[config.mk]
export PLATFORM = sky130hd
export DESIGN_NAME = cpu7_ifu_iq
export DESIGN_NICKNAME = d
export VERILOG_FILES = /design/src/rtl/cpu7_ifu_iq_pkg.sv /design/src/rtl/cpu7_ifu_iq_trk.sv /design/src/rtl/cpu7_ifu_iq.sv
export SDC_FILE = /design/constraint.sdc
export NUM_CORES = 1
export LEC_CHECK = 0
export BUFFER_PORTS_ARGS = -buffer_cell sky130_fd_sc_hd__buf_2
export CORE_UTILIZATION = 60
export CTS_BUF_LIST = sky130_fd_sc_hd__clkbuf_8
export CTS_CLUSTER_DIAMETER = 150
export DETAILED_ROUTE_END_ITERATION = 7
export PLACE_DENSITY = 0.82
export SYNTH_ARGS = -nofsm -noshare
export SYNTH_HDL_FRONTEND = slang
export SYNTH_HIERARCHICAL = 1
export SYNTH_SLANG_ARGS = --single-unit
[constraint.sdc]
create_clock -name clk -period 3.56 [get_ports clk]
set_input_delay 0.178 -clock clk [delete_from_list [all_inputs] [get_ports clk]]
set_output_delay 0.178 -clock clk [all_outputs]
set_load 0.005 [all_outputs]
[src/rtl/cpu7_ifu_iq_pkg.sv]
// Shared widths and payload types for the IFU->EXU issue queue and its e/m/w PC tracker.
package cpu7_ifu_iq_pkg;

   localparam int unsigned GRLEN     = 32;
   localparam int unsigned INST_W    = 32;
   localparam int unsigned EXCCODE_W = 6;

   // One queue entry; fields packed MSB-first as pc, inst, exception, exccode.
   typedef struct packed {
      logic [GRLEN-1:0]     pc;
      logic [INST_W-1:0]    inst;
      logic                 exception;
      logic [EXCCODE_W-1:0] exccode;
   } iq_entry_t;

   typedef struct packed {
      logic             valid;
      logic [GRLEN-1:0] pc;
   } trk_stage_t;

endpackage

[src/rtl/cpu7_ifu_iq_trk.sv]
// Follows issued PCs through the e/m/w stages; the whole pipe freezes while the EXU stalls.
module cpu7_ifu_iq_trk
   import cpu7_ifu_iq_pkg::*;
(
   input  logic             clk,
   input  logic             resetn,
   input  logic             stall,
   input  logic             issue_valid,
   input  logic [GRLEN-1:0] issue_pc,
   output logic             valid_w,
   output logic [GRLEN-1:0] pc_w
);

   trk_stage_t e_q, m_q, w_q;

   always_ff @(posedge clk or negedge resetn) begin
      if (!resetn) begin
         e_q <= '0;
         m_q <= '0;
         w_q <= '0;
      end else if (!stall) begin
         e_q <= '{valid: issue_valid, pc: issue_pc};
         m_q <= e_q;
         w_q <= m_q;
      end
   end

   assign valid_w = w_q.valid;
   assign pc_w    = w_q.pc;

endmodule

[src/rtl/cpu7_ifu_iq.sv]
// IFU->EXU instruction issue queue with e/m/w PC tracking.
// Optional zero-latency empty-queue bypass is enabled by defining CPU7_IQ_BYPASS_EN.
module cpu7_ifu_iq
   import cpu7_ifu_iq_pkg::*;
#(
   parameter int unsigned DEPTH = 4
) (
   input  logic                 clk,
   input  logic                 resetn,
   input  logic                 fdp_iq_valid,
   input  logic [GRLEN-1:0]     fdp_iq_pc,
   input  logic [INST_W-1:0]    fdp_iq_inst,
   input  logic                 fdp_iq_exception,
   input  logic [EXCCODE_W-1:0] fdp_iq_exccode,
   output logic                 iq_fdp_ready,
   input  logic                 exu_ifu_stall,
   input  logic                 exu_ifu_flush,
   output logic                 ifu_exu_valid,
   output logic [GRLEN-1:0]     ifu_exu_pc,
   output logic [INST_W-1:0]    ifu_exu_inst,
   output logic                 ifu_exu_exception,
   output logic [EXCCODE_W-1:0] ifu_exu_exccode,
   output logic [GRLEN-1:0]     ifu_exu_pc_w,
   output logic                 ifu_exu_valid_w
);

   localparam int unsigned PTR_W = $clog2(DEPTH);
   localparam int unsigned CNT_W = PTR_W + 1;

   iq_entry_t        mem [DEPTH];
   logic [PTR_W-1:0] rptr, wptr;
   logic [CNT_W-1:0] count;
   iq_entry_t        fdp_entry, out_entry;
   logic             q_valid, bypass, push_req, q_push, q_pop, issue;

   assign fdp_entry = '{pc: fdp_iq_pc, inst: fdp_iq_inst,
                        exception: fdp_iq_exception, exccode: fdp_iq_exccode};

   // Ready looks only at the registered count, so a full queue refuses even when popping.
   assign q_valid      = (count != '0);
   assign iq_fdp_ready = (count < CNT_W'(DEPTH));
   assign push_req     = fdp_iq_valid && iq_fdp_ready && !exu_ifu_flush;

`ifdef CPU7_IQ_BYPASS_EN
   assign bypass = !q_valid && fdp_iq_valid && !exu_ifu_flush;
`else
   assign bypass = 1'b0;
`endif

   assign ifu_exu_valid = q_valid || bypass;
   assign issue         = ifu_exu_valid && !exu_ifu_stall;
   assign q_pop         = issue && q_valid;
   // A bypassed instruction that issues immediately never occupies an entry.
   assign q_push        = push_req && !(bypass && !exu_ifu_stall);

   // Payload reads as zero whenever nothing is presented (reset, empty, post-flush).
   always_comb begin
      out_entry = '0;
      if (bypass)       out_entry = fdp_entry;
      else if (q_valid) out_entry = mem[rptr];
   end

   assign ifu_exu_pc        = out_entry.pc;
   assign ifu_exu_inst      = out_entry.inst;
   assign ifu_exu_exception = out_entry.exception;
   assign ifu_exu_exccode   = out_entry.exccode;

   // Pointer/count control; flush wins over push and pop.
   always_ff @(posedge clk or negedge resetn) begin
      if (!resetn) begin
         rptr  <= '0;
         wptr  <= '0;
         count <= '0;
      end else if (exu_ifu_flush) begin
         rptr  <= '0;
         wptr  <= '0;
         count <= '0;
      end else begin
         if (q_push) wptr <= wptr + PTR_W'(1);
         if (q_pop)  rptr <= rptr + PTR_W'(1);
         if (q_push && !q_pop)      count <= count + CNT_W'(1);
         else if (q_pop && !q_push) count <= count - CNT_W'(1);
      end
   end

   always_ff @(posedge clk) begin
      if (q_push) mem[wptr] <= fdp_entry;
   end

   cpu7_ifu_iq_trk u_trk (
      .clk         (clk),
      .resetn      (resetn),
      .stall       (exu_ifu_stall),
      .issue_valid (issue),
      .issue_pc    (ifu_exu_pc),
      .valid_w     (ifu_exu_valid_w),
      .pc_w        (ifu_exu_pc_w)
   );

endmodule

# ---- After elaboration in Yosys (flattened, before gate mapping)
# Memory sizes are Yosys's and may differ from the RTL's.
# Index checks and enable logic that the tools add are counted.
dict set report classes {
  n_addsub 4
  order_cmp 1
  n_mux 10
  n_reduce_logical 14
}
# cell count
set ops {}
lappend ops {{$mux W71} 1}
lappend ops {{$mux W3} 3}
lappend ops {{$mux W2} 4}
lappend ops {{$logic_and A1 B1 Y1} 6}
lappend ops {{$reduce_bool A3 Y1} 2}
lappend ops {{$add A2 B1 Y2 const B} 2}
lappend ops {{$logic_not A1 Y1} 4}
lappend ops {{$reduce_bool A2 Y1} 2}
lappend ops {{$add A3 B1 Y3 const B} 1}
lappend ops {{$lt A3 B3 Y1 const B} 1}
lappend ops {{$sub A3 B1 Y3 const B} 1}
lappend ops {{$mux W1} 2}
dict set report totals {
  regBits 106
  mem_bits_rw 284
  output_inout_bits 106
  wordCells 39
  n_memories 1
}
# memory depth width rd rd_clocked_by_memory_dff wr line
set memory_table {}
lappend memory_table {mem 4 71 1 0 1 cpu7_ifu_iq.sv:30} ;# iq_entry_t mem [DEPTH];

# ---- Longest topological paths before layout
# Gate-level depths: netlist of the first run.
dict set report logic_depth {
  word_depth 8
  mapped_depth 10
  depth_no_buf 8
}

# ---- By module
# The synthesis of the first run kept the hierarchy.
# module instances cells_per_inst area_per_inst_um2
set modules_own_cells {}
lappend modules_own_cells {cpu7_ifu_iq 1 512 11268.3}
lappend modules_own_cells {cpu7_ifu_iq_trk 1 209 3703.6}

# ---- Least setup slack after synthesis of the first run
# OpenSTA, ideal clock, no wires.
dict set report synth_path {
  kind {register to register}
  start {reg count[2]}
  end {mem mem[0][0] in the netlist's numbering, enable pin}
  arrival_ns 2.551
  slack_ns 0.572
  stages_incl_launch_ff 5
  synth_period_minus_slack_ns 2.988
  path_cell_list {dfrtp_1 nand2b_1 buf_2 nor2_1 and2_1}
}
dict set report synth_via {
  elab_chain_cells 5
}
# element line
set synth_lines {}
lappend synth_lines {{start, declared} cpu7_ifu_iq.sv:32} ;# logic [CNT_W-1:0] count;
lappend synth_lines {{start signal, assigned} cpu7_ifu_iq.sv:81} ;# if (q_push && !q_pop) count <= count + CNT_W'(1);
lappend synth_lines {{start signal, assigned} cpu7_ifu_iq.sv:82} ;# else if (q_pop && !q_push) count <= count - CNT_W'(1);
lappend synth_lines {{$lt A3 B3 Y1} cpu7_ifu_iq.sv:41} ;# assign iq_fdp_ready = (count < CNT_W'(DEPTH));
lappend synth_lines {{$logic_and A1 B1 Y1 (2 in series)} cpu7_ifu_iq.sv:42} ;# assign push_req = fdp_iq_valid && iq_fdp_ready && !exu_ifu_flush;
lappend synth_lines {{$mux W1} cpu7_ifu_iq.sv:87} ;# if (q_push) mem[wptr] <= fdp_entry;
lappend synth_lines {{$mux W1 (not written as such)} cpu7_ifu_iq.sv:87}
lappend synth_lines {{end, declared} cpu7_ifu_iq.sv:30}
# No other way between the ends.

# ---- Final worst setup path of the first run
dict set report layout_path {
  start {reg rptr[0]}
  end {out ifu_exu_pc[28]}
}
dict set report layout_via {
  elab_chain_cells 2
}
# element line
set layout_lines {}
lappend layout_lines {{start, declared} cpu7_ifu_iq.sv:31} ;# logic [PTR_W-1:0] rptr, wptr;
lappend layout_lines {{start signal, assigned} cpu7_ifu_iq.sv:80} ;# if (q_pop) rptr <= rptr + PTR_W'(1);
lappend layout_lines {{$mem_v2 Z4 W71} n/a}
lappend layout_lines {{$mux W71} cpu7_ifu_iq.sv:60} ;# else if (q_valid) out_entry = mem[rptr];
lappend layout_lines {{end, declared} cpu7_ifu_iq.sv:19} ;# output logic [GRLEN-1:0] ifu_exu_pc,
# No other way between the ends.

==> results of run 1 <==
==> worst paths after layout <==
kind / to / startpoint / cells past startpoint / slack [ns]
worst min register to register: u_trk/m_q[8]$_DFFE_PN0N_ / u_trk/m_q[8]$_DFFE_PN0N_ / 1 / 0.50
worst min-delay path: u_trk/e_q[28]$_DFFE_PN0N_ / exu_ifu_stall / 2 / 0.21
max in group asynchronous: u_trk/pc_w[3]$_DFFE_PN0N_ / resetn / 3 / 2.45
worst max register to register: mem[3][34]$_DFFE_PP_ / count[2]$_DFFE_PN0P_ / 4 / 1.21
min in group asynchronous: u_trk/pc_w[26]$_DFFE_PN0N_ / resetn / 2 / 0.32
worst max-delay path: ifu_exu_pc[28] / rptr[0]$_DFFE_PN0P_ / 4 / 0.72
==> layout make-up <==
class	count	area, sq um	share of cell area
Multi-Input combinational cell	285	3520	0.195
Timing Repair Buffer	269	1820	0.101
Tap cell	324	405	0.0225
Clock buffer	61	840	0.0466
Inverter	7	26.3	0.00146
Sequential cell	390	11200	0.622
Clock inverter	42	201	0.0112
==> stage by stage <==
step                      power, mW  instances  setup WS, ns  area [sq um]  hold slack [ns]
after detailed placement       8.66       1201          1.19         16200            0.395
after global placement         8.56       1201          1.23         16200            0.390
after floorplan                7.63        721         0.572         15000           -0.118
final                          11.9       1378         0.721         18000            0.210
after CTS                      12.0       1378         0.623         18000            0.187
after global routing           12.4       1378         0.505         18000            0.210
==> power breakdown <==
group / internal (mW) / leakage (nW) / switching (mW) / total [mW]
Combinational: 1.46 / 2.39 / 1.16 / 2.62
Sequential: 5.59 / 3.95 / 0.403 / 5.99
Clock: 1.64 / 0.617 / 1.60 / 3.24
==> registers in the layout, indices dropped and copies added (netlist names) <==
signal and cells:
u_trk/e_q 33, wptr 2, count 3, u_trk/pc_w 32, u_trk/valid_w 1, u_trk/m_q 33, rptr 2, mem 284
==> cell families after synthesis <==
family	Yosys count
buffers and inverters	46
muxes	171
AOI/OAI and AO/OA	11
adders and majority gates	5
and+or+nand+nor	93
DFF	390
xor gates and xnor gates	5
==> cell usage in the layout (no fill, tap or decap), types with 3 or more instances in the layout <==
cell	netlist	routed
a21oi_1	6	6
buf_12	0	5
dfrtp_1	106	104
nor2b_1	69	69
mux4_2	71	71
inv_1	7	34
mux2_4	10	10
clkinvlp_4	0	4
xnor2_1	5	5
o21ai_0	3	3
mux2_2	89	89
clkinv_1	0	8
and2_4	0	4
and2b_1	3	3
buf_2	18	179
ha_1	4	4
buf_4	1	11
dlygate4sd3_1	0	74
edfxtp_1	284	284
nor2_1	8	8
clkbuf_8	0	61
==> per-layer routing <==
| layer | routed length (um) | GRT usage |
|---|---|---|
| met1 | 11900 | 0.311 |
| met2 | 13500 | 0.361 |
| met3 | 1650 | 0.0473 |
| met4 | 830 | 0.0840 |
| met5 | 0 | 0 |
==> repair_timing <==
item,4_1_cts,5_1_grt
setup buffers,0,0
hold buffers,74,0
resized for setup,0,0
endpoints found under the hold margin,370,0
==> worst max-delay path, delay by kind of cell (launching register included) <==
family | cells | cell delay, ns
flops | 1 | 0.77
buf+inv | 2 | 0.59
simple gates | 1 | 0.16
mux | 1 | 0.55
==> flow_summary.json, run 1 <==
{
  "fillers": 1446,
  "synth_common_cells": "edfxtp_1, dfrtp_1, mux2_2",
  "synth_most_common_cell": "edfxtp_1",
  "fin_tns_setup_ns": 0,
  "crit_type": "flip-flop to output pin",
  "drtAntennaViolNets": 0,
  "cts_buffers": 59,
  "cts-root-buf": "clkbuf_8",
  "worst_pin_slew_ns": 1.04,
  "yosys.area_share.adder": 0.00468,
  "syn_area_per_cell_sq_um": 20.8,
  "vias_per_cell": 5.52,
  "worst-endpoint-arrival_ns": 2.66,
  "cp-end-kind": "output pin",
  "cts_tree": "yes",
  "status": "completed",
  "grt_overflow_total": 0,
  "synth_top_area_share": 0.570,
  "area_delta_synth_final_pct": 20.2,
  "p_per_area_nw_per_um2": 659,
  "cts_num_sinks": 390,
  "dieWidth_um": 160,
  "rsz0062_at_grt": "false",
  "first_pass_iters": 5,
  "path_cells": "buf_4, mux4_2, nor2b_1, buf_2",
  "die_y_um": 160,
  "skew_ns": 0.0153,
  "insertion_delay_ns": 0.59,
  "grt_pass1_vias": 8026,
  "place.gp.congestion": 0.729,
  "path_clk_slew_ns": 0.06,
  "min_period_over_period": 0.797,
  "seq_area_frac_synth": 0.747,
  "portBuffers": 181,
  "synth.largest_area_cell": "edfxtp_1",
  "synthSimpleGateAreaFrac": 0.0377,
  "synth-seq-cells": 390,
  "placementRows": 57,
  "grt_start_max_net_pins": 82,
  "dp_hpwl_um": 16400,
  "cts_buffer_depth": 3,
  "maxCapViolations": 0,
  "max_clock_freq_ghz": 0.352,
  "hold_class": "input port to flip-flop",
  "drc": 0,
  "vias": 7600,
  "grt_antenna_before_repair": 0,
  "synthTopCellsByArea": "edfxtp_1, dfrtp_1, mux4_2",
  "worstPathRequired_ns": 3.38,
  "synth_xor_area_frac": 0.00292,
  "wl_um": 27900,
  "power_leakage_nw": 6.96,
  "synthMuxAreaShare": 0.184,
  "initial_core_util": 0.614,
  "period_needed_ns": 2.84,
  "htreeDepth": 2,
  "syn-num-nets": 802,
  "relSlewSlack": 0.305,
  "cpPeakStageDelay_ns": 0.77,
  "cp_max_fo": 25,
  "drv_slew": 0,
  "yosysUniqueCellTypes": 29,
  "finalHoldViolCount": 0,
  "synth_top_family_by_area": "multiplexers",
  "syn_area_sq_um": 15000,
  "drive_above_1_share": 0.417,
  "synth-warning-count": 6,
  "synth-edff-count": 284,
  "slowest_stage": "dfrtp_4",
  "nets": 1093,
  "num_antenna_cells": 0,
  "synth_flop_cell": "edfxtp_1",
  "setup_viol": 0,
  "synth_compound_area_frac": 0.00418,
  "cp-start-kind": "flip-flop",
  "drt_iter0_drc": 557,
  "wire_per_inst_um": 20.2,
  "dieArea_sq_um": 25600,
  "finish.utilization": 0.738,
  "grt_pass1_wl_um": 43900,
  "core_area_sq_um": 24400,
  "grtUsageTotal": 0.226,
  "ios": 182,
  "async_flop_share": 0.272,
  "vdd_drop_max_mv": 0.419,
  "syn_inst": 721
}
(Power assumes the default switching activity.)
==> inputs of run 2 (changes only) <==
--- a/config.mk
+++ b/config.mk
@@ -5,6 +5,7 @@
 export SDC_FILE = /design/constraint.sdc
 export NUM_CORES = 1
 export LEC_CHECK = 0
+export ABC_AREA = 1
 export BUFFER_PORTS_ARGS = -buffer_cell sky130_fd_sc_hd__buf_2
 export CORE_UTILIZATION = 60
 export CTS_BUF_LIST = sky130_fd_sc_hd__clkbuf_8
==> constraint.sdc (replaced) <==
create_clock -name clk -period 2.76 [get_ports clk]
set_input_delay 0.138 -clock clk [delete_from_list [all_inputs] [get_ports clk]]
set_output_delay 0.138 -clock clk [all_outputs]
set_load 0.005 [all_outputs]
==> run 2 against run 1 <==
Die area rose by 1.2%. Via count up 39%. Sequential cell count did not move. Non-clock buffer count is 5 higher. Sequential share of layout area down 0.65 points. Largest power group unchanged.
==> flow_summary.json, run 2 <==
{
  "status": "completed",
  "crit_top_cell": "nor2_1",
  "drt_iter0_drc": 1051,
  "syn_area_sq_um": 15200,
  "dpl-instance-area_sq_um": 16300,
  "relSlewSlack": 0.365,
  "drc": 0,
  "nets": 1660,
  "synthSimpleGateAreaFrac": 0.152,
  "synth.largest_area_cell": "edfxtp_1",
  "synth-warning-count": 6,
  "grtUsageTotal": 0.258,
  "portBuffers": 181,
  "place.gp.congestion": 0.863,
  "yosysUniqueCellTypes": 20,
  "cts_hold_buf": 77,
  "syn-num-nets": 1401,
  "min_period_over_period": 0.934,
  "seq_area_sq_um": 11200,
  "cts-root-buf": "clkbuf_8",
  "seq_area_frac_synth": 0.738,
  "cts_resized": 0,
  "grt_overflow_total": 0,
  "core_area_sq_um": 24500,
  "period_needed_ns": 2.58,
  "htreeDepth": 2,
  "cp_max_fo": 53,
  "vias_per_cell": 5.42,
  "dp_cells": 1767,
  "synth_flop_cell": "edfxtp_1",
  "wire_per_inst_um": 16.9,
  "area_delta_synth_final_pct": 20.0,
  "cts_num_sinks": 390,
  "fin_cells": 1954,
  "synth_top_family_by_area": "simple AND/OR/NAND/NOR gates",
  "setup_viol": 0,
  "cp-end-kind": "output pin",
  "dieWidth_um": 161,
  "cts_buffers": 57,
  "synth_compound_area_frac": 0.0726,
  "gr-usage-met1": 0.342,
  "initial_core_util": 0.618,
  "rsz0062_at_grt": "false",
  "largestRegisters": "mem (284), u_trk/e_q (33), u_trk/m_q (33)",
  "hold_class": "input port to async pin",
  "placementRows": 57,
  "finalHoldViolCount": 0,
  "cts_buffer_depth": 3,
  "syn_inst": 1320,
  "grt_pass1_wl_um": 52300,
  "p_per_area_nw_per_um2": 871,
  "gr-max-usage-layer": "met2",
  "met3_usage": 0.0558,
  "first_pass_iters": 8,
  "worst_slack_ns": 0.182,
  "cts_setup_buffers": 0,
  "yosys.area_share.adder": 0.00462,
  "dp_hpwl_um": 17500,
  "crit_type": "flip-flop to output pin",
  "dieArea_sq_um": 25900,
  "grt_pass1_vias": 10500,
  "vdd_drop_max_mv": 0.540,
  "power_leakage_nw": 7.64,
  "insertion_delay_ns": 0.58,
  "top_register": "mem",
  "final_common_cell": "nand2_1",
  "synth-edff-count": 284,
  "path_buf_inv": 2,
  "multi_input_comb_area_sq_um": 3500,
  "final_cell_mix": "nand2_1, nor2_1, edfxtp_1",
  "worst_pin_slew_ns": 0.952,
  "async_flop_share": 0.272,
  "worst-endpoint-arrival_ns": 2.44,
  "skew_ns": 0.0182,
  "cpPeakStageDelay_ns": 0.48,
  "grt_antenna_before_repair": 3,
  "synth_most_common_cell": "nand2_1",
  "drv_slew": 0,
  "synth_top_area_share": 0.563,
  "synth_xor_area_frac": 0,
  "path_cells": "buf_4, nor2_1, nor2_1, o21ai_0, a21oi_1, buf_2",
  "maxCapViolations": 0,
  "synthTopCellsByArea": "edfxtp_1, dfrtp_1, nand2_1",
  "globalRouteMet2Util": 0.419,
  "cp-start-kind": "flip-flop",
  "grt_start_max_net_pins": 107,
  "synth-seq-cells": 390,
  "wl_um": 33000,
  "synth_common_cells": "nand2_1, nor2_1, edfxtp_1",
  "finish.utilization": 0.741,
  "crit_family": "buffers and inverters",
  "max_clock_freq_ghz": 0.388,
  "syn_area_per_cell_sq_um": 11.5,
  "postLayoutCellArea_sq_um": 18200,
  "die_y_um": 161,
  "vias": 10600,
  "dpl_worst_slack_ns": 0.696,
  "fillers": 1589,
  "drtAntennaViolNets": 0,
  "ios": 182,
  "path_clk_slew_ns": 0.06,
  "finalHoldWorstSlack_ns": 0.167,
  "drive_above_1_share": 0.172,
  "worstPathRequired_ns": 2.62,
  "largest_register_ffs": 284,
  "slowest_stage": "buf_4",
  "cts_tree": "yes",
  "synthMuxAreaShare": 0
}
## run 2: cell types whose count changed after synthesis, sizes merged, moves of 4 or more
cell / change
nor2b: -69
xnor2: -5
inv: +15
o21ai: +143
a21oi: +68
buf: +15
nor2: +281
clkbuf: +20
mux2: -99
and2: -4
mux4: -71
nand2: +314
## run 2: cell type report
cell class,count,area share
multi-input combinational,834,0.193
sequential,390,0.615
timing repair buffer,274,0.107
inverter,22,0.00482
clock inverter,44,0.0111
tap,324,0.0223
antenna,4,0.000550
clock buffer,62,0.0469
## run 2: worst min-delay path, stage by stage
cell and delay, ns:
dlygate4sd3_1 0.54, buf_4 0.12, buf_12 0.39
## run 2: logic make-up (layout without fill, tap and decap cells)
logic type / Yosys count / count (layout)
DFF: 390 / 390
adders and majority gates: 5 / 5
other: 0 / 4
and+or+nand+nor: 609 / 609
buffers and inverters: 96 / 402
AOI/OAI and AO/OA: 220 / 220
## run 2: final timing paths
check | from | end | slack [ns] | cells past startpoint
max reg2reg | count[2]$_DFFE_PN0P_ | mem[2][32]$_DFFE_PP_ | 0.65 | 4
min | resetn | u_trk/pc_w[26]$_DFFE_PN0N_ | 0.17 | 3
min in group clk | fdp_iq_inst[8] | mem[0][15]$_DFFE_PP_ | 0.30 | 2
max | rptr[0]$_DFFE_PN0P_ | ifu_exu_pc[18] | 0.18 | 6
max in group asynchronous | resetn | rptr[0]$_DFFE_PN0P_ | 2.11 | 3
min reg2reg | u_trk/m_q[29]$_DFFE_PN0N_ | u_trk/pc_w[29]$_DFFE_PN0N_ | 0.47 | 2
## run 2: report_power, final
group / leakage (nW) / internal [mW] / switching [mW]
Combinational: 3.08 / 1.50 / 2.58
Sequential: 3.94 / 7.17 / 0.380
Clock: 0.619 / 2.15 / 2.05
Total: 7.64 / 10.8 / 5.02
## run 2: per-stage QoR
step                TNS, ns  power (mW)
CTS                       0        15.9
finish                    0        15.8
floorplan            -94.69        9.89
global placement          0        11.4
global route              0        16.7
detailed placement        0        11.6
## run 2: metal layers
metal | up-vias | share of wire
met3 | 79 | 0.074
met4 | 0 | 0.027
met2 | 474 | 0.49
met1 | 5069 | 0.41
li1 | 4973 | -
met5 | - | 0
